==> config.mk <==
export PLATFORM = sky130hd
export DESIGN_NAME = dmem_uart_tx
export DESIGN_NICKNAME = d
export VERILOG_FILES = /design/src/rtl/dmem_uart_tx.sv
export SDC_FILE = /design/constraint.sdc
export NUM_CORES = 1
export LEC_CHECK = 0
export BUFFER_PORTS_ARGS = -buffer_cell sky130_fd_sc_hd__clkbuf_2
export CAP_MARGIN = 5
export CORE_MARGIN = 3
export CORE_UTILIZATION = 40
export DETAILED_ROUTE_END_ITERATION = 10
export SKIP_LAST_GASP = 1
export SYNTH_ARGS = -nofsm -noshare
export SYNTH_HDL_FRONTEND = slang
export SYNTH_SLANG_ARGS = --single-unit
==> constraint.sdc <==
create_clock -name clk -period 4 [get_ports clk]
set_input_delay 0.2 -clock clk [delete_from_list [all_inputs] [get_ports clk]]
set_output_delay 0.2 -clock clk [all_outputs]
set_load 0.02 [all_outputs]
==> src/rtl/dmem_uart_tx.sv <==
// Memory-mapped 8N1 UART transmitter on the data-memory bus.
// Stores to TXDATA fill a byte FIFO that a bit-timed FSM serializes onto uart_txd.
module dmem_uart_tx #(
  parameter int FIFO_DEPTH  = 8,
  parameter int DEFAULT_DIV = 868
) (
  input  logic        clk,
  input  logic        rst_n,
  input  logic        bus_valid,
  input  logic        bus_we,
  input  logic [3:0]  bus_addr,
  input  logic [31:0] bus_wdata,
  input  logic [3:0]  bus_wstrb,
  output logic [31:0] bus_rdata,
  output logic        uart_txd,
  output logic        irq_tx_empty
);

  localparam int          AW      = (FIFO_DEPTH > 1) ? $clog2(FIFO_DEPTH) : 1;
  localparam logic [AW:0] DEPTH_C = (AW+1)'(FIFO_DEPTH);
  localparam logic [15:0] DIV_RST = 16'(DEFAULT_DIV);

  typedef enum logic [1:0] {IDLE = 2'd0, START = 2'd1, DATA = 2'd2, STOP = 2'd3} state_t;

  logic [7:0]    fifo_mem [FIFO_DEPTH];
  logic [AW-1:0] wr_ptr_r, rd_ptr_r;
  logic [AW:0]   count_r, count_next;
  logic          overflow_r;
  logic [15:0]   baud_div_r, baud_wr_s, baud_next;
  logic [15:0]   bit_div_r, bit_div_next, bit_cnt_r, cnt_next;
  logic [2:0]    bit_idx_r, idx_next;
  logic [7:0]    shift_r, shift_next;
  state_t        state_r, state_next;
  logic          txd_r, txd_next, irq_r, irq_next;
  logic          pop_s, bit_end_s;

  logic wr_s, sel_tx_s, sel_status_s, sel_baud_s;
  logic push_req_s, push_ok_s, drop_s, ovf_clr_s;
  logic [31:0] count_ext_s;
  logic [3:0]  count_sat_s;
  logic        unused_bits_s;

  assign wr_s         = bus_valid && bus_we;
  assign sel_tx_s     = (bus_addr[3:2] == 2'd0);
  assign sel_status_s = (bus_addr[3:2] == 2'd1);
  assign sel_baud_s   = (bus_addr[3:2] == 2'd2);
  assign push_req_s   = wr_s && sel_tx_s && bus_wstrb[0];
  assign push_ok_s    = push_req_s && (count_r < DEPTH_C);
  assign drop_s       = push_req_s && !push_ok_s;
  assign ovf_clr_s    = wr_s && sel_status_s && bus_wstrb[0] && bus_wdata[3];
  assign bit_end_s    = (bit_cnt_r == (bit_div_r - 16'd1));
  assign count_ext_s  = 32'(count_r);
  assign count_sat_s  = (count_ext_s > 32'd15) ? 4'd15 : count_ext_s[3:0];
  assign unused_bits_s = ^{bus_addr[1:0], bus_wdata[31:16], bus_wstrb[3:2]};

  assign uart_txd     = txd_r;
  assign irq_tx_empty = irq_r;

  // Combinational read mux; a zero divider is never stored so the bit timer cannot stall.
  always_comb begin
    bus_rdata = 32'd0;
    case (bus_addr[3:2])
      2'd1:    bus_rdata = {24'd0, count_sat_s, overflow_r, (count_r == {(AW+1){1'b0}}),
                            (count_r == DEPTH_C), (state_r != IDLE)};
      2'd2:    bus_rdata = {16'd0, baud_div_r};
      default: bus_rdata = 32'd0;
    endcase
  end

  // Byte-lane merge of a BAUDDIV write.
  always_comb begin
    baud_wr_s = baud_div_r;
    if (wr_s && sel_baud_s) begin
      if (bus_wstrb[0]) baud_wr_s[7:0] = bus_wdata[7:0];
      else              baud_wr_s[7:0] = baud_div_r[7:0];
      if (bus_wstrb[1]) baud_wr_s[15:8] = bus_wdata[15:8];
      else              baud_wr_s[15:8] = baud_div_r[15:8];
    end else begin
      baud_wr_s = baud_div_r;
    end
    baud_next = (baud_wr_s == 16'd0) ? 16'd1 : baud_wr_s;
  end

  // Transmit FSM next state; STOP pops directly into START to avoid an idle gap.
  always_comb begin
    state_next   = state_r;
    pop_s        = 1'b0;
    cnt_next     = bit_cnt_r;
    idx_next     = bit_idx_r;
    shift_next   = shift_r;
    bit_div_next = bit_div_r;
    case (state_r)
      IDLE: begin
        if (count_r != {(AW+1){1'b0}}) begin
          pop_s        = 1'b1;
          shift_next   = fifo_mem[rd_ptr_r];
          bit_div_next = baud_div_r;
          cnt_next     = 16'd0;
          state_next   = START;
        end else begin
          state_next = IDLE;
        end
      end
      START: begin
        if (bit_end_s) begin
          cnt_next   = 16'd0;
          idx_next   = 3'd0;
          state_next = DATA;
        end else begin
          cnt_next = bit_cnt_r + 16'd1;
        end
      end
      DATA: begin
        if (bit_end_s) begin
          cnt_next   = 16'd0;
          shift_next = {1'b0, shift_r[7:1]};
          if (bit_idx_r == 3'd7) state_next = STOP;
          else                   idx_next = bit_idx_r + 3'd1;
        end else begin
          cnt_next = bit_cnt_r + 16'd1;
        end
      end
      STOP: begin
        if (bit_end_s) begin
          cnt_next = 16'd0;
          if (count_r != {(AW+1){1'b0}}) begin
            pop_s        = 1'b1;
            shift_next   = fifo_mem[rd_ptr_r];
            bit_div_next = baud_div_r;
            state_next   = START;
          end else begin
            state_next = IDLE;
          end
        end else begin
          cnt_next = bit_cnt_r + 16'd1;
        end
      end
      default: state_next = IDLE;
    endcase

    case (state_next)
      START:   txd_next = 1'b0;
      DATA:    txd_next = shift_next[0];
      default: txd_next = 1'b1;
    endcase

    case ({push_ok_s, pop_s})
      2'b10:   count_next = count_r + (AW+1)'(1);
      2'b01:   count_next = count_r - (AW+1)'(1);
      default: count_next = count_r;
    endcase
    irq_next = (count_next == {(AW+1){1'b0}}) && (state_next == IDLE);
  end

  // FIFO storage.
  always_ff @(posedge clk) begin
    if (push_ok_s) fifo_mem[wr_ptr_r] <= bus_wdata[7:0];
  end

  // State, counters, registers and registered outputs.
  always_ff @(posedge clk or negedge rst_n) begin
    if (!rst_n) begin
      state_r    <= IDLE;
      wr_ptr_r   <= '0;
      rd_ptr_r   <= '0;
      count_r    <= '0;
      overflow_r <= 1'b0;
      baud_div_r <= DIV_RST;
      bit_div_r  <= DIV_RST;
      bit_cnt_r  <= 16'd0;
      bit_idx_r  <= 3'd0;
      shift_r    <= 8'd0;
      txd_r      <= 1'b1;
      irq_r      <= 1'b1;
    end else begin
      state_r    <= state_next;
      wr_ptr_r   <= push_ok_s ? wr_ptr_r + AW'(1) : wr_ptr_r;
      rd_ptr_r   <= pop_s ? rd_ptr_r + AW'(1) : rd_ptr_r;
      count_r    <= count_next;
      overflow_r <= drop_s ? 1'b1 : (ovf_clr_s ? 1'b0 : overflow_r);
      baud_div_r <= baud_next;
      bit_div_r  <= bit_div_next;
      bit_cnt_r  <= cnt_next;
      bit_idx_r  <= idx_next;
      shift_r    <= shift_next;
      txd_r      <= txd_next;
      irq_r      <= irq_next;
    end
  end

endmodule

==> results.txt <==
The synthesized design spends more area on one cell type than any other, namely sky130_fd_sc_hd__edfxtp_1. The layer flagged by global routing as most heavily used is met2. During placement, the flow inserted port buffers numbering 41. In the post-synthesis netlist, the biggest area contributors are sky130_fd_sc_hd__edfxtp_1 (27%), sky130_fd_sc_hd__dfrtp_1 (22%), sky130_fd_sc_hd__mux4_2 (5.2%), sky130_fd_sc_hd__dfstp_2 (4.5%), sky130_fd_sc_hd__nand2_1 (3.3%).

The cell count after synthesis came out at 570. The buffer type at the clock tree root is sky130_fd_sc_hd__clkbuf_16. For this design the static power due to leakage is 3.20 nW. The remaining max-slew budget at the tightest pin came out at 36.5%.

The starting density of the core is 41.6%. The slew at the pin with the worst max-slew slack is 0.952 ns. The cell area after technology mapping came out at 6990 um2. The accumulated negative setup slack came out at 0 ns. The number of diodes is 0. The hold slack came out at 0.0327 ns.

The combined global-route utilization of all metal layers is 16.5%. The post-detailed-placement half-perimeter wirelength is 10700 um. The final setup violation count is 0.

The instance count after placement with tap cells included is 825. Clock-pin slew was measured on the worst setup and hold paths at 0.06 ns. The clock tree buffer depth is 2. The final route contains 4667 vias. The number of global-route vias before repair is 4655. The share of the cycle needed by the critical path after routing is 93.7%. TritonCTS built the clock tree. The routability congestion estimate from global placement is 0.856.

The pin count of the biggest net entering global routing came out at 75. After detailed routing, the total wire length is 15100 um. The flow ran to the end, and the final reports show no timing, DRC or antenna violations. The largest fanout on the critical path came out at 3. Of the cells placed in the final design, the portion with a size suffix greater than 1 is 25.2%. The required time of the critical path came out at 4.33 ns. On the critical path, the stage with the largest delay is an instance of sky130_fd_sc_hd__or4_1. The worst-case reg-to-reg path depth came out at 12. The worst setup path is captured at a register. The area of the core came out at 16800 um2. The count of flip-flops with a built-in enable after synthesis came out at 64. The post-synthesis average cell area came out at 12.3 um2. The post-route standard cell area excluding fillers is 8070 um2. Dividing the detail-routed wire length by the instance count gives 17.6 um. The insertion delay of the later-clocked pin in the worst-skew pair is 0.42 ns. The max-cap check violation count came out at 0. The path class of the tightest hold or removal check is input pin to register. The final-report max-slew violation count is 0.

The post-detailed-route via-to-cell ratio came out at 5.43. The routing usage on met3 came out at 3.07%. The die covers 19100 um2. The remaining antenna violation count after routing came out at 0. Setup repair after global routing left no endpoint under its margin. The type of origin of the critical path is a register. From left edge to right edge, the die measures 138 um.

The global routing usage on met1 came out at 23.5%. The initial antenna violation count came out at 0. Data arrives at the worst endpoint at 4.08 ns.

The final number of hold-violating endpoints is 0. The type of the worst setup path is register to register. The number of placed I/O pins came out at 78. The power per standard cell area is 663 nW/um2. The die is 138 um tall. The power after layout is 5.35 mW. The number of CTS-inserted buffers is 17. The worst ir drop on vdd came out at 0.370 mV. The number of non-filler instances in the completed layout came out at 859.

The area share of the largest cell type after synthesis came out at 27.5%. The worst hold path was traced through 2 stages. The met2 routing resource usage after global routing came out at 25.5%. Walking the worst path, the cells encountered are nor4_4 > nand4_2 > or4_1 > a221oi_4 > nand4_1 > and2_1 > nor2_1 > xor2_1 > ha_1 > mux2_2 > or4b_1 > a211oi_2.

The DRC violation total after the first TritonRoute iteration came out at 325. The wire length of the first global-routing pass came out at 25000 um. The flip-flop and latch count after synthesis came out at 138.

The setup clock skew after layout is 0.0115 ns. For this run, the number of Yosys warnings is 0. The placed instance area came out at 7460 um2.

The maximum achievable frequency came out at 267 MHz. Among all flip-flop cells after synthesis, the most frequent one is sky130_fd_sc_hd__edfxtp_1. For this run, the slowest stage of the critical path takes 0.54 ns. Relative to the synthesized area, the layout overhead comes to 15.4%.

The number of sinks driven by the clock tree came out at 138. The smallest clock period supported by the final layout is computed as 3.75 ns. The share of the Yosys chip area taken by registers is 54.2%. The unique cell type count in the Yosys netlist is 70. In this run the core area contains 47 standard-cell rows.

The leftover overflow at the end of global routing is 0. The proportion of synthesized flip-flops having asynchronous set or reset came out at 53.6%. The number of remaining DRC errors is 0. The net count of the finished layout is 687. The H-tree depth is 4. The pre-antenna-repair detailed-routing pass consisted of 5 iterations.
-- synth_stat cells (5+ instances only) --
cell type and instances:
sky130_fd_sc_hd__edfxtp_1 64, sky130_fd_sc_hd__dfrtp_1 62, sky130_fd_sc_hd__nand2_1 62, sky130_fd_sc_hd__o21ai_0 28
sky130_fd_sc_hd__clkbuf_1 18, sky130_fd_sc_hd__mux2_2 18, sky130_fd_sc_hd__ha_1 17, sky130_fd_sc_hd__nor2_1 17
sky130_fd_sc_hd__buf_4 16, sky130_fd_sc_hd__mux4_2 16, sky130_fd_sc_hd__and3_1 15, sky130_fd_sc_hd__xnor2_1 14
sky130_fd_sc_hd__mux2_1 13, sky130_fd_sc_hd__nor3_1 13, sky130_fd_sc_hd__o21ai_1 13, sky130_fd_sc_hd__and2_1 12
sky130_fd_sc_hd__dfstp_2 12, sky130_fd_sc_hd__inv_1 12, sky130_fd_sc_hd__nor2b_1 12, sky130_fd_sc_hd__xor2_1 11
sky130_fd_sc_hd__mux2i_1 10, sky130_fd_sc_hd__a21oi_1 9, sky130_fd_sc_hd__a221o_1 8, sky130_fd_sc_hd__a22oi_1 7
sky130_fd_sc_hd__nand3_1 7, sky130_fd_sc_hd__nor3b_1 6, sky130_fd_sc_hd__nor4_1 6, sky130_fd_sc_hd__nor4b_1 5
-- metal layers --
| metal | share of wire, % | vias to the layer above |
|---|---|---|
| met5 | 0 | - |
| met4 | 1.6 | 0 |
| met3 | 3.8 | 18 |
| met2 | 48 | 109 |
| met1 | 47 | 2334 |
| li1 | - | 2206 |
-- cell usage in the layout (no fill, tap or decap), types with 13 or more instances in the layout --
cell type and n:
sky130_fd_sc_hd__conb_1 16, sky130_fd_sc_hd__mux2_1 13, sky130_fd_sc_hd__and3_1 15, sky130_fd_sc_hd__xnor2_1 14, sky130_fd_sc_hd__o21ai_0 28, sky130_fd_sc_hd__o21ai_1 13
sky130_fd_sc_hd__dfrtp_1 62, sky130_fd_sc_hd__ha_1 16, sky130_fd_sc_hd__clkbuf_2 40, sky130_fd_sc_hd__mux2_2 18, sky130_fd_sc_hd__buf_4 22, sky130_fd_sc_hd__nor2_1 17
sky130_fd_sc_hd__nand2_1 62, sky130_fd_sc_hd__clkbuf_16 17, sky130_fd_sc_hd__mux4_2 16, sky130_fd_sc_hd__edfxtp_1 64
-- kinds of logic (layout without fill, tap and decap cells) --
logic type	after synthesis	after routing	synth area share (%)
AOI/OAI and AO/OA	95	95	9.21
xor gates and xnor gates	25	25	3.13
adders and majority gates	17	17	3.04
buffers and inverters	55	109	4.11
DFF	138	138	54.2
muxes	57	57	11.6
other	1	16	0.0536
and+or+nand+nor	182	182	14.7
-- sequential cells by signal, indices dropped and copies added, names as in the netlist, 2 cells and up --
| register | cells |
|---|---|
| bit_cnt_r | 16 |
| bit_idx_r | 3 |
| baud_div_r | 16 |
| state_r | 2 |
| shift_r | 8 |
| rd_ptr_r | 3 |
| count_r | 4 |
| fifo_mem | 64 |
| bit_div_r | 16 |
| wr_ptr_r | 3 |
-- path summary, 6_finish.rpt --
check	from	endpoint	slack (ns)
hold reg to reg	shift_r[7]$_DFFE_PN0P_	shift_r[7]$_DFFE_PN0P_	0.49
setup reg to reg	bit_div_r[3]$_DFFE_PN0P_	irq_tx_empty$_DFF_PN1_	0.25
max in group asynchronous	rst_n	count_r[2]$_DFF_PN0_	2.89
min in group asynchronous	rst_n	baud_div_r[14]$_DFF_PN0_	0.48
hold / removal	bus_wdata[15]	baud_div_r[15]$_DFF_PN0_	0.03
setup / recovery	bit_div_r[3]$_DFFE_PN0P_	irq_tx_empty$_DFF_PN1_	0.25
-- critical path, delay by kind of cell, from the launching register on --
family / cells / cell delay [ns]
AO/OA/AOI/OAI: 2 / 0.55
XOR/XNOR: 1 / 0.17
multiplexers: 1 / 0.27
adder cells (fa/ha/maj): 1 / 0.25
flip-flops: 1 / 0.40
AND/OR/NAND/NOR: 7 / 2.02
-- power by group --
group,total [mW],internal [mW],leakage (nW),switching [mW]
Clock,1.48,0.875,0.259,0.602
Combinational,1.80,0.832,1.44,0.970
Sequential,2.07,1.76,1.50,0.304
Total,5.35,3.47,3.20,1.88
-- what timing repair did --
action                                  4_1_cts  5_1_grt
setup buffers                                 0        1
hold endpoints to repair                     62        0
hold buffers                                  1        0
endpoints found under the setup margin        0        2
gates resized for setup                       0        4
-- metrics by stage --
stage	util [%]	setup slack, ns
2_1_floorplan	-	0.133
3_3_place_gp	44.4	0.221
3_5_place_dp	44.4	0.148
4_1_cts	47.8	0.128
5_1_grt	48.0	0.0215
6_report	48.0	0.253
-- cell type report --
type / count / area (um2)
multi-input cells: 392 / 3010
repair buffers: 63 / 375
inverters: 14 / 57.6
clock inverters: 12 / 116
well taps: 220 / 275
fillers: 1522 / 8750
flip-flops and latches: 138 / 3790
clock buffers: 20 / 447
(Power assumes the default switching activity.)
